**config.mk**
```make
export PLATFORM = sky130hd
export DESIGN_NAME = fig_14_nibble_serial_adder_flat
export DESIGN_NICKNAME = d
export VERILOG_FILES = /design/src/rtl/fig_14_nibble_serial_adder_pkg.sv /design/src/rtl/fig_14_nibble_serial_adder_if.sv /design/src/rtl/fig_14_nibble_serial_adder_digit.sv /design/src/rtl/fig_14_nibble_serial_adder.sv /design/src/flat_wrapper.sv
export SDC_FILE = /design/constraint.sdc
export NUM_CORES = 1
export LEC_CHECK = 0
export ABC_CLOCK_PERIOD_IN_PS = 2190
export CORE_MARGIN = 3
export CORE_UTILIZATION = 40
export CTS_BUF_LIST = sky130_fd_sc_hd__clkbuf_16
export DETAILED_ROUTE_END_ITERATION = 8
export PLACE_DENSITY = 0.67
export SETUP_SLACK_MARGIN = 0.15
export SLEW_MARGIN = 20
export SYNTH_ARGS = -nofsm -noshare
export SYNTH_HDL_FRONTEND = slang
export SYNTH_SLANG_ARGS = --single-unit
```
**constraint.sdc**
```tcl
create_clock -name clk -period 2.19 [get_ports clk]
set_input_delay 0.5475 -clock clk [delete_from_list [all_inputs] [get_ports clk]]
set_output_delay 0.5475 -clock clk [all_outputs]
set_load 0.05 [all_outputs]
```
**src/rtl/fig_14_nibble_serial_adder_pkg.sv**
```systemverilog
// Shared definitions for the fig_14 nibble-serial adder: operand/digit widths and FSM encodings.
package fig_14_nibble_serial_adder_pkg;

   localparam int FIG14_WIDTH = 13;
   localparam int FIG14_DIGIT = 4;

   typedef enum logic [1:0] {
      S_IDLE = 2'd0,
      S_ADD  = 2'd1,
      S_DONE = 2'd2
   } state_t;

   function automatic int ceil_div(input int n, input int d);
      return (n + d - 1) / d;
   endfunction

endpackage

```
**src/rtl/fig_14_nibble_serial_adder_if.sv**
```systemverilog
// Operand/result handshake bundle for the nibble-serial adder.
// Flag signals exist only when FIG14_ADDER_FLAGS_EN is defined.
interface fig_14_nibble_serial_adder_if
   import fig_14_nibble_serial_adder_pkg::*;
#(
   parameter int WIDTH = FIG14_WIDTH
);
   logic             in_valid;
   logic             in_ready;
   logic [WIDTH-1:0] a;
   logic [WIDTH-1:0] b;
   logic             out_valid;
   logic             out_ready;
   logic [WIDTH-1:0] sum;
`ifdef FIG14_ADDER_FLAGS_EN
   logic             carry_out;
   logic             zero;
`endif

   modport master (
      output in_valid, a, b, out_ready,
      input  in_ready, out_valid, sum
`ifdef FIG14_ADDER_FLAGS_EN
      , input carry_out, zero
`endif
   );

   modport slave (
      input  in_valid, a, b, out_ready,
      output in_ready, out_valid, sum
`ifdef FIG14_ADDER_FLAGS_EN
      , output carry_out, zero
`endif
   );

endinterface

```
**src/rtl/fig_14_nibble_serial_adder_digit.sv**
```systemverilog
// 4-bit carry-lookahead digit adder: four propagate/generate full-adder cells
// whose carries come from a shared 4-bit lookahead block.
module full_adder (
   input  logic a,
   input  logic b,
   input  logic c_in,
   output logic s,
   output logic p,
   output logic g
);
   assign p = a ^ b;
   assign g = a & b;
   assign s = p ^ c_in;
endmodule

module carry_lookahead_logic_4_bit (
   input  logic [3:0] p,
   input  logic [3:0] g,
   input  logic       c_in,
   output logic [3:0] c,
   output logic       c_out
);
   // c[i] is the carry into bit i
   assign c[0]  = c_in;
   assign c[1]  = g[0] | (p[0] & c_in);
   assign c[2]  = g[1] | (p[1] & g[0]) | (p[1] & p[0] & c_in);
   assign c[3]  = g[2] | (p[2] & g[1]) | (p[2] & p[1] & g[0]) | (p[2] & p[1] & p[0] & c_in);
   assign c_out = g[3] | (p[3] & g[2]) | (p[3] & p[2] & g[1]) | (p[3] & p[2] & p[1] & g[0])
                | (p[3] & p[2] & p[1] & p[0] & c_in);
endmodule

module fig_14_digit_adder_4_bit (
   input  logic [3:0] a,
   input  logic [3:0] b,
   input  logic       c_in,
   output logic [3:0] s,
   output logic       c_out
);
   logic [3:0] p;
   logic [3:0] g;
   logic [3:0] c;

   for (genvar i = 0; i < 4; i++) begin : g_fa
      full_adder u_fa (
         .a    (a[i]),
         .b    (b[i]),
         .c_in (c[i]),
         .s    (s[i]),
         .p    (p[i]),
         .g    (g[i])
      );
   end

   carry_lookahead_logic_4_bit u_cla (
      .p     (p),
      .g     (g),
      .c_in  (c_in),
      .c     (c),
      .c_out (c_out)
   );
endmodule

```
**src/rtl/fig_14_nibble_serial_adder.sv**
```systemverilog
// Nibble-serial adder: one 4-bit CLA stage time-shared over NDIG clocks to form (a+b) mod 2^WIDTH.
// Optional carry_out/zero flags are built when FIG14_ADDER_FLAGS_EN is defined.
//
// state  | meaning
// S_IDLE | in_ready=1, waiting for operands
// S_ADD  | one digit summed per clock, cnt selects the digit
// S_DONE | out_valid=1, result held until out_ready
module fig_14_nibble_serial_adder
   import fig_14_nibble_serial_adder_pkg::*;
#(
   parameter int WIDTH = FIG14_WIDTH,
   parameter int DIGIT = FIG14_DIGIT
)(
   input  logic                         clk,
   input  logic                         rst_n,
   fig_14_nibble_serial_adder_if.slave  bus
);
   localparam int NDIG     = ceil_div(WIDTH, DIGIT);
   localparam int PW       = NDIG * DIGIT;
   localparam int TOP_BITS = WIDTH - (NDIG - 1) * DIGIT;
   localparam int CW       = (NDIG > 1) ? $clog2(NDIG) : 1;
   localparam logic [CW-1:0] LAST = CW'(NDIG - 1);

   state_t           state, state_nxt;
   logic [WIDTH-1:0] a_q, b_q, sum_q, sum_final;
   logic             carry_q, carry_nxt;
   logic [CW-1:0]    cnt;
   logic [PW-1:0]    a_pad, b_pad;
   logic [DIGIT-1:0] a_dig, b_dig, s_dig;
   logic             c_dig;
   logic             last_dig;

   assign a_pad    = PW'(a_q);
   assign b_pad    = PW'(b_q);
   assign a_dig    = a_pad[int'(cnt)*DIGIT +: DIGIT];
   assign b_dig    = b_pad[int'(cnt)*DIGIT +: DIGIT];
   assign last_dig = (cnt == LAST);

   fig_14_digit_adder_4_bit u_digit (
      .a     (a_dig),
      .b     (b_dig),
      .c_in  (carry_q),
      .s     (s_dig),
      .c_out (c_dig)
   );

   // Top digit is zero-padded, so bit WIDTH-1's carry lands in the first padding lane of s_dig.
   assign carry_nxt = last_dig ? s_dig[TOP_BITS] : c_dig;
   assign sum_final = {s_dig[TOP_BITS-1:0], sum_q[WIDTH-TOP_BITS-1:0]};

   always_ff @(posedge clk or negedge rst_n) begin
      if (!rst_n) state <= S_IDLE;
      else        state <= state_nxt;
   end

   always_comb begin
      state_nxt = state;
      case (state)
         S_IDLE:  if (bus.in_valid)  state_nxt = S_ADD;
         S_ADD:   if (last_dig)      state_nxt = S_DONE;
         S_DONE:  if (bus.out_ready) state_nxt = S_IDLE;
         default:                    state_nxt = S_IDLE;
      endcase
   end

   always_comb begin
      bus.in_ready  = (state == S_IDLE);
      bus.out_valid = (state == S_DONE);
   end

   always_ff @(posedge clk or negedge rst_n) begin
      if (!rst_n) begin
         a_q     <= '0;
         b_q     <= '0;
         sum_q   <= '0;
         carry_q <= 1'b0;
         cnt     <= '0;
      end else begin
         case (state)
            S_IDLE: if (bus.in_valid) begin
               a_q     <= bus.a;
               b_q     <= bus.b;
               carry_q <= 1'b0;
               cnt     <= '0;
            end
            S_ADD: begin
               carry_q <= carry_nxt;
               cnt     <= cnt + 1'b1;
               if (last_dig) sum_q <= sum_final;
               for (int k = 0; k < NDIG - 1; k++)
                  if (cnt == CW'(k)) sum_q[k*DIGIT +: DIGIT] <= s_dig;
            end
            default: ;
         endcase
      end
   end

   assign bus.sum = sum_q;

`ifdef FIG14_ADDER_FLAGS_EN
   logic carry_out_q, zero_q;

   always_ff @(posedge clk or negedge rst_n) begin
      if (!rst_n) begin
         carry_out_q <= 1'b0;
         zero_q      <= 1'b0;
      end else if (state == S_ADD && last_dig) begin
         carry_out_q <= carry_nxt;
         zero_q      <= (sum_final == '0);
      end
   end

   assign bus.carry_out = carry_out_q;
   assign bus.zero      = zero_q;
`endif

endmodule

```
**src/flat_wrapper.sv**
```systemverilog
// flat-port wrapper written by rule: the top's interface ports become plain ports
module fig_14_nibble_serial_adder_flat import fig_14_nibble_serial_adder_pkg::*;
#(
   parameter int WIDTH = FIG14_WIDTH,
   parameter int DIGIT = FIG14_DIGIT
)
  (clk, rst_n, bus_in_valid, bus_a, bus_b, bus_out_ready, bus_in_ready, bus_out_valid, bus_sum);
  fig_14_nibble_serial_adder_if #(.WIDTH(WIDTH)) bus_i ();
  input  logic clk;
  input  logic rst_n;
  input wire logic [$bits(bus_i.in_valid)-1:0] bus_in_valid;
  input wire logic [$bits(bus_i.a)-1:0] bus_a;
  input wire logic [$bits(bus_i.b)-1:0] bus_b;
  input wire logic [$bits(bus_i.out_ready)-1:0] bus_out_ready;
  output wire logic [$bits(bus_i.in_ready)-1:0] bus_in_ready;
  output wire logic [$bits(bus_i.out_valid)-1:0] bus_out_valid;
  output wire logic [$bits(bus_i.sum)-1:0] bus_sum;
  assign bus_i.in_valid = bus_in_valid;
  assign bus_i.a = bus_a;
  assign bus_i.b = bus_b;
  assign bus_i.out_ready = bus_out_ready;
  assign bus_in_ready = bus_i.in_ready;
  assign bus_out_valid = bus_i.out_valid;
  assign bus_sum = bus_i.sum;
  fig_14_nibble_serial_adder #(.WIDTH(WIDTH), .DIGIT(DIGIT)) u_core (.clk(clk), .rst_n(rst_n), .bus(bus_i));
endmodule
```
==> impl_metrics.env, run 1 <==
export IMPL_skew_ns=0.00369
export IMPL_most_common_layout_cells="dfrtp_1 (42), clkdlybuf4s50_1 (40), mux2_4 (20)"
export IMPL_intPower_mw=3.24
export IMPL_cts_sinks=44
export IMPL_cts_tree="built"
export IMPL_critPathRequiredTime_ns=2.40
export IMPL_numCtsBuffers=5
export IMPL_fp_dieArea_sq_um=6520
export IMPL_drt_iter0_drc=84
export IMPL_switching_share_pct=41.4
export IMPL_critPathTopFamily="simple AND/OR/NAND/NOR gates"
export IMPL_num_fill_cells=463
export IMPL_synthCells=172
export IMPL_initial_core_util_pct=42.4
export IMPL_ff_latch_area_sq_um=1100
export IMPL_clk_path_buf_depth=2
export IMPL_worst_pin_slew_ns=0.514
export IMPL_grt_pass1_wl_um=7360
export IMPL_fmax_ghz=0.487
export IMPL_die_h_um=80.8
export IMPL_power_density_nw_per_um2=1850
export IMPL_syn_area_sq_um=2240
export IMPL_crit_path_start_kind="flip-flop"
export IMPL_ys_types=34
export IMPL_rsz0062_at_grt="yes"
export IMPL_cp_buffers_inverters=0
export IMPL_htreeDepth=2
export IMPL_path_cells="mux4_2 > ha_4 > a211oi_4 > or4_1 > nand3_1"
export IMPL_p_sw_mw=2.29
export IMPL_wl_per_cell_um=14.4
export IMPL_cp_slowest_cell="mux4_2"
export IMPL_setup_tns_ns=0
export IMPL_pwr_share_comb_pct=59.5
export IMPL_p_leak_nw=1.33
export IMPL_dp_slack_ns=-0.0282
export IMPL_port_buffers=44
export IMPL_r2r_start="u_core.cnt[0]"
export IMPL_totalWireLength_um=4270
export IMPL_setup_ws_ns=0.135
export IMPL_grt_pass1_vias=1483
export IMPL_ioPinCount=45
export IMPL_track_usage_pct=14.9
export IMPL_clk_pin_slew_ns=0.06
export IMPL_slew_headroom_pct=65.7
export IMPL_fin_crit_sh_pct=93.8
export IMPL_grt_max_degree=27
export IMPL_final_antenna_net_count=0
export IMPL_die_w_um=80.8
export IMPL_grt_antenna_before_repair=0
export IMPL_holdWs_ns=0.236
export IMPL_syn2layout_area_growth_pct=33.6
export IMPL_post_place_cells=288
export IMPL_grt_overflow=0
export IMPL_cts_root_buf="clkbuf_16"
export IMPL_maxCapViolCount=0
export IMPL_nets=265
export IMPL_synth_warnings=0
export IMPL_finalSetupViolCount=0
export IMPL_outcome="completed"
export IMPL_diodes=0
export IMPL_routabilityCongestion=0.784
export IMPL_core_area_sq_um=5270
export IMPL_ys_seq_area_share_pct=49.2
export IMPL_holdBufCountCts=0
export IMPL_hpwl_um=3210
export IMPL_ys_ff_latch=44
export IMPL_slowest_delay_ns=0.57
export IMPL_vias=1497
export IMPL_multiInputGateArea_sq_um=1090
export IMPL_avgSynthCellArea_sq_um=13.0
export IMPL_setup_worst_path_end_class="flip-flop"
export IMPL_layout_drive_gt1_share_pct=25.6
export IMPL_seqPwrFrac_pct=27.7
export IMPL_final_common_cell="dfrtp_1"
export IMPL_drtPass1Iterations=4
export IMPL_pwr_share_clk_pct=12.7
export IMPL_hold_class="in -> async"
export IMPL_finalCriticalPeriod_ns=2.05
export IMPL_max_vdd_ir_drop_uv=762
export IMPL_hold_viol=0
export IMPL_syn_nets=211
export IMPL_slew_viol_final=0
export IMPL_crit_type="reg -> reg"
export IMPL_rows=26
export IMPL_drc=0
export IMPL_via_per_inst=5.04
export IMPL_finalNonFillerCells=297
export IMPL_worstSkewPairLatency_ns=0.28
export IMPL_critPathArrivalTime_ns=2.27
export IMPL_crit_path_start="u_core.cnt[0]"
export IMPL_path_max_fanout=5
final cells by class:
| cell class | count | area share, % |
|---|---|---|
| Clock buffer | 5 | 4.19 |
| Clock inverter | 3 | 0.503 |
| Inverter | 6 | 0.754 |
| Multi-Input combinational cell | 117 | 36.5 |
| Sequential cell | 44 | 37.0 |
| Tap cell | 70 | 2.93 |
| Timing Repair Buffer | 52 | 18.2 |
registers in the layout, indices dropped and copies added (netlist names):
signal,flops
u_core.bus.sum,13
u_core.state,2
u_core.carry_q,1
u_core.b_q,13
u_core.a_q,13
u_core.cnt,2
final timing paths:
| path | cells after the start | slack, ns | to |
|---|---|---|---|
| max in group asynchronous | 2 | 1.45 | u_core.cnt[0] |
| min in group clk | 2 | 0.48 | u_core.bus.sum[0] |
| worst min register to register | 2 | 0.48 | u_core.bus.sum[0] |
| worst min-delay path | 1 | 0.24 | u_core.bus.sum[0] |
| worst max register to register | 5 | 0.14 | u_core.bus.sum[3] |
| worst max-delay path | 5 | 0.14 | u_core.bus.sum[3] |
cell usage after synthesis:
master / instances / area (sq um)
a211o_1: 1 / 8.76
ha_1: 8 / 100
nor2_2: 1 / 6.26
nor2b_1: 4 / 25.0
mux2_2: 6 / 67.6
inv_1: 6 / 22.5
mux2i_1: 9 / 90.1
nand2_1: 19 / 71.3
nand3_1: 3 / 15.0
buf_2: 2 / 10.0
mux2_4: 20 / 300
nand3b_1: 4 / 30.0
o21ai_1: 1 / 5.00
a22o_1: 1 / 8.76
o2111ai_1: 3 / 26.3
o21ai_0: 14 / 70.1
mux4_2: 2 / 45.0
a21oi_1: 1 / 5.00
o21bai_1: 2 / 15.0
buf_6: 1 / 11.3
and3b_1: 2 / 17.5
o31ai_1: 3 / 22.5
fa_1: 1 / 20.0
buf_4: 1 / 7.51
or4_1: 3 / 22.5
or2b_1: 1 / 7.51
dfrtp_1: 44 / 1100
and2_4: 1 / 8.76
xor2_1: 1 / 8.76
o2bb2ai_1: 1 / 8.76
o21ba_2: 1 / 10.0
a211oi_4: 1 / 20.0
buf_12: 2 / 40.0
nor2_1: 2 / 7.51
metrics by stage:
| step | util (%) | area [sq um] | total power, mW |
|---|---|---|---|
| after global placement | 53.3 | 2810 | 4.62 |
| after global routing | 56.7 | 2990 | 5.99 |
| final | 56.7 | 2990 | 5.53 |
| after CTS | 56.4 | 2970 | 5.56 |
| after floorplan | - | 2250 | 3.78 |
| after detailed placement | 53.3 | 2810 | 4.68 |
routing by layer:
metal / wire [um] / global-route usage [%] / up-vias
met1: 2010 / 20.5 / 711
met4: 8 / 3.55 / 0
met3: 281 / 3.77 / 2
met2: 1960 / 23.8 / 58
met5: 0 / 0 / -
li1: - / - / 726
worst reg2reg max path, stage by stage (launching register included):
cell,delay [ns]
dfrtp_2,0.41
mux4_2,0.57
ha_4,0.32
a211oi_4,0.08
or4_1,0.53
nand3_1,0.09
power groups by stage:
stage               logic, mW  registers [mW]  clock network [mW]
floorplan                1.97            1.81                   0
global placement         3.08            1.53                   0
detailed placement       3.14            1.54                   0
CTS                      3.30            1.54               0.723
global route             3.64            1.59               0.754
finish                   3.29            1.53               0.703
logic make-up (layout without fill, tap and decap cells):
logic type	Yosys count	in the layout	share of synthesized area (%)
AOI/OAI and AO/OA	29	30	8.95
xor gates and xnor gates	1	1	0.392
buffers and inverters	12	66	4.09
and+or+nand+nor	40	40	9.46
adders and majority gates	9	9	5.37
muxes	37	37	22.5
DFF	44	44	49.2
repair_timing:
action / 4_1_cts / 5_1_grt
gates resized for setup: 6 / 3
buffers inserted: 0 / 0
gates cloned: 1 / 0
pin swaps: 6 / 2
endpoints found under the setup margin: 7 / 8
(Power assumes the default switching activity.)
==> inputs of run 2 (changes only) <==
--- a/config.mk
+++ b/config.mk
@@ -6,7 +6,6 @@
 export NUM_CORES = 1
 export LEC_CHECK = 0
 export ABC_CLOCK_PERIOD_IN_PS = 2190
-export CORE_MARGIN = 3
 export CORE_UTILIZATION = 40
 export CTS_BUF_LIST = sky130_fd_sc_hd__clkbuf_16
 export DETAILED_ROUTE_END_ITERATION = 8
==> impl_metrics.env, run 2 (synthesis results as in run 1) <==
export IMPL_worstSkewPairLatency_ns=0.28
export IMPL_hold_viol=0
export IMPL_max_vdd_ir_drop_uv=802
export IMPL_crit_type="reg -> reg"
export IMPL_drtPass1Iterations=5
export IMPL_cts_root_buf="clkbuf_16"
export IMPL_maxCapViolCount=0
export IMPL_numCtsBuffers=5
export IMPL_hpwl_um=3080
export IMPL_worst_pin_slew_ns=0.504
export IMPL_setup_tns_ns=0
export IMPL_slowest_delay_ns=0.56
export IMPL_wl_per_cell_um=13.7
export IMPL_r2r_start="u_core.cnt[0]"
export IMPL_totalWireLength_um=4140
export IMPL_switching_share_pct=40.3
export IMPL_hold_class="in -> async"
export IMPL_design_area_sq_um=3010
export IMPL_final_antenna_net_count=0
export IMPL_critPathRequiredTime_ns=2.36
export IMPL_critPathArrivalTime_ns=2.25
export IMPL_grt_max_degree=45
export IMPL_reg2reg_depth=5
export IMPL_outcome="completed"
export IMPL_r2r_end="u_core.carry_q"
export IMPL_diodes=0
export IMPL_core_area_sq_um=5240
export IMPL_grt_pass1_vias=1520
export IMPL_most_common_layout_cells="dfrtp_1 (42), clkdlybuf4s50_1 (41), mux2_4 (20)"
export IMPL_rsz0062_at_grt="yes"
export IMPL_htreeDepth=2
export IMPL_track_usage_pct=15.7
export IMPL_cts_tree="built"
export IMPL_clk_path_buf_depth=2
export IMPL_intPower_mw=3.36
export IMPL_die_w_um=76.8
export IMPL_p_sw_mw=2.26
export IMPL_holdBufCountCts=0
export IMPL_finalNonFillerCells=302
export IMPL_finalSetupViolCount=0
export IMPL_routabilityCongestion=0.778
export IMPL_layout_drive_gt1_share_pct=26.7
export IMPL_reg2reg_slack_ns=0.11
export IMPL_slew_headroom_pct=66.3
export IMPL_path_max_fanout=5
export IMPL_power_density_nw_per_um2=1870
export IMPL_final_common_cell="dfrtp_1"
export IMPL_finalPower_mw=5.62
export IMPL_port_buffers=44
export IMPL_via_per_inst=4.93
export IMPL_fmax_ghz=0.482
export IMPL_initial_core_util_pct=42.7
export IMPL_skew_ns=0.00381
export IMPL_setup_worst_path_end_class="flip-flop"
export IMPL_grt_antenna_before_repair=0
export IMPL_grt_overflow=0
export IMPL_syn2layout_area_growth_pct=34.7
export IMPL_placed_area_sq_um=2810
export IMPL_post_place_cells=292
export IMPL_slew_viol_final=0
export IMPL_drt_iter0_drc=85
export IMPL_rows=26
export IMPL_grt_pass1_wl_um=7200
export IMPL_dp_slack_ns=-0.00488
export IMPL_fp_dieArea_sq_um=5890
export IMPL_die_h_um=76.8
export IMPL_holdWs_ns=0.226
export IMPL_ioPinCount=45
export IMPL_p_leak_nw=1.35
export IMPL_seqPwrFrac_pct=27.3
export IMPL_nets=270
export IMPL_vias=1490
export IMPL_fin_util_pct=57.5
export IMPL_cp_slowest_cell="mux4_2"
export IMPL_crit_path_start_kind="flip-flop"
export IMPL_fin_crit_sh_pct=94.8
export IMPL_num_fill_cells=427
export IMPL_pwr_share_comb_pct=58.1
export IMPL_clk_pin_slew_ns=0.06
export IMPL_pwr_share_clk_pct=14.6
export IMPL_path_cells="mux4_2 > ha_4 > a211oi_4 > o21bai_1 > a211o_1"
export IMPL_drc=0
export IMPL_cts_sinks=44
export IMPL_setup_ws_ns=0.115
export IMPL_finalCriticalPeriod_ns=2.08
## run 2: cell type report
type	instances	area, sq um	area share, %
flip-flops and latches	44	1100	36.6
multi-input cells	117	1080	35.9
repair buffers	57	553	18.4
clock buffers	5	125	4.15
well taps	70	87.6	2.91
clock inverters	3	37.5	1.25
inverters	6	22.5	0.748
## run 2: power by group through the flow
stage	clock, mW	sequential [mW]	combinational (mW)
after CTS	0.839	1.55	3.24
final	0.819	1.54	3.27
after global placement	0	1.54	3.09
after detailed placement	0	1.55	3.13
after global routing	0.881	1.60	3.56
after floorplan	0	1.81	1.97
## run 2: worst max-delay path, delay by kind of cell, from the launching register on
kind                       cells  cell delay, ns
AOI/OAI and AO/OA              3            0.70
DFF                            1            0.42
adders and majority gates      1            0.28
muxes                          1            0.56
## run 2: how the worst max path moves through the flow
stage               depth (start not counted)                  to  slack [ns]          start
detailed placement                          5   u_core.bus.sum[6]      -0.005  u_core.cnt[0]
finish                                      5      u_core.carry_q        0.11  u_core.cnt[0]
CTS                                         5      u_core.carry_q        0.12  u_core.cnt[0]
floorplan                                   6      u_core.carry_q        0.09  u_core.cnt[0]
global placement                            5  u_core.bus.sum[10]        0.02  u_core.cnt[0]
global route                                5   u_core.bus.sum[6]        0.02  u_core.cnt[0]
## run 2: metal layers
metal,wire length (um),vias up,track usage (%)
met5,0,-,0
met4,63,0,5.19
met3,167,6,4.40
met2,1870,46,23.8
met1,2030,696,21.6
li1,-,742,-
## run 2: what timing repair did
item | 4_1_cts | 5_1_grt
setup endpoints to repair | 7 | 8
resized for setup | 4 | 2
pin swaps | 4 | 1
setup buffers | 0 | 1
gates cloned | 1 | 0
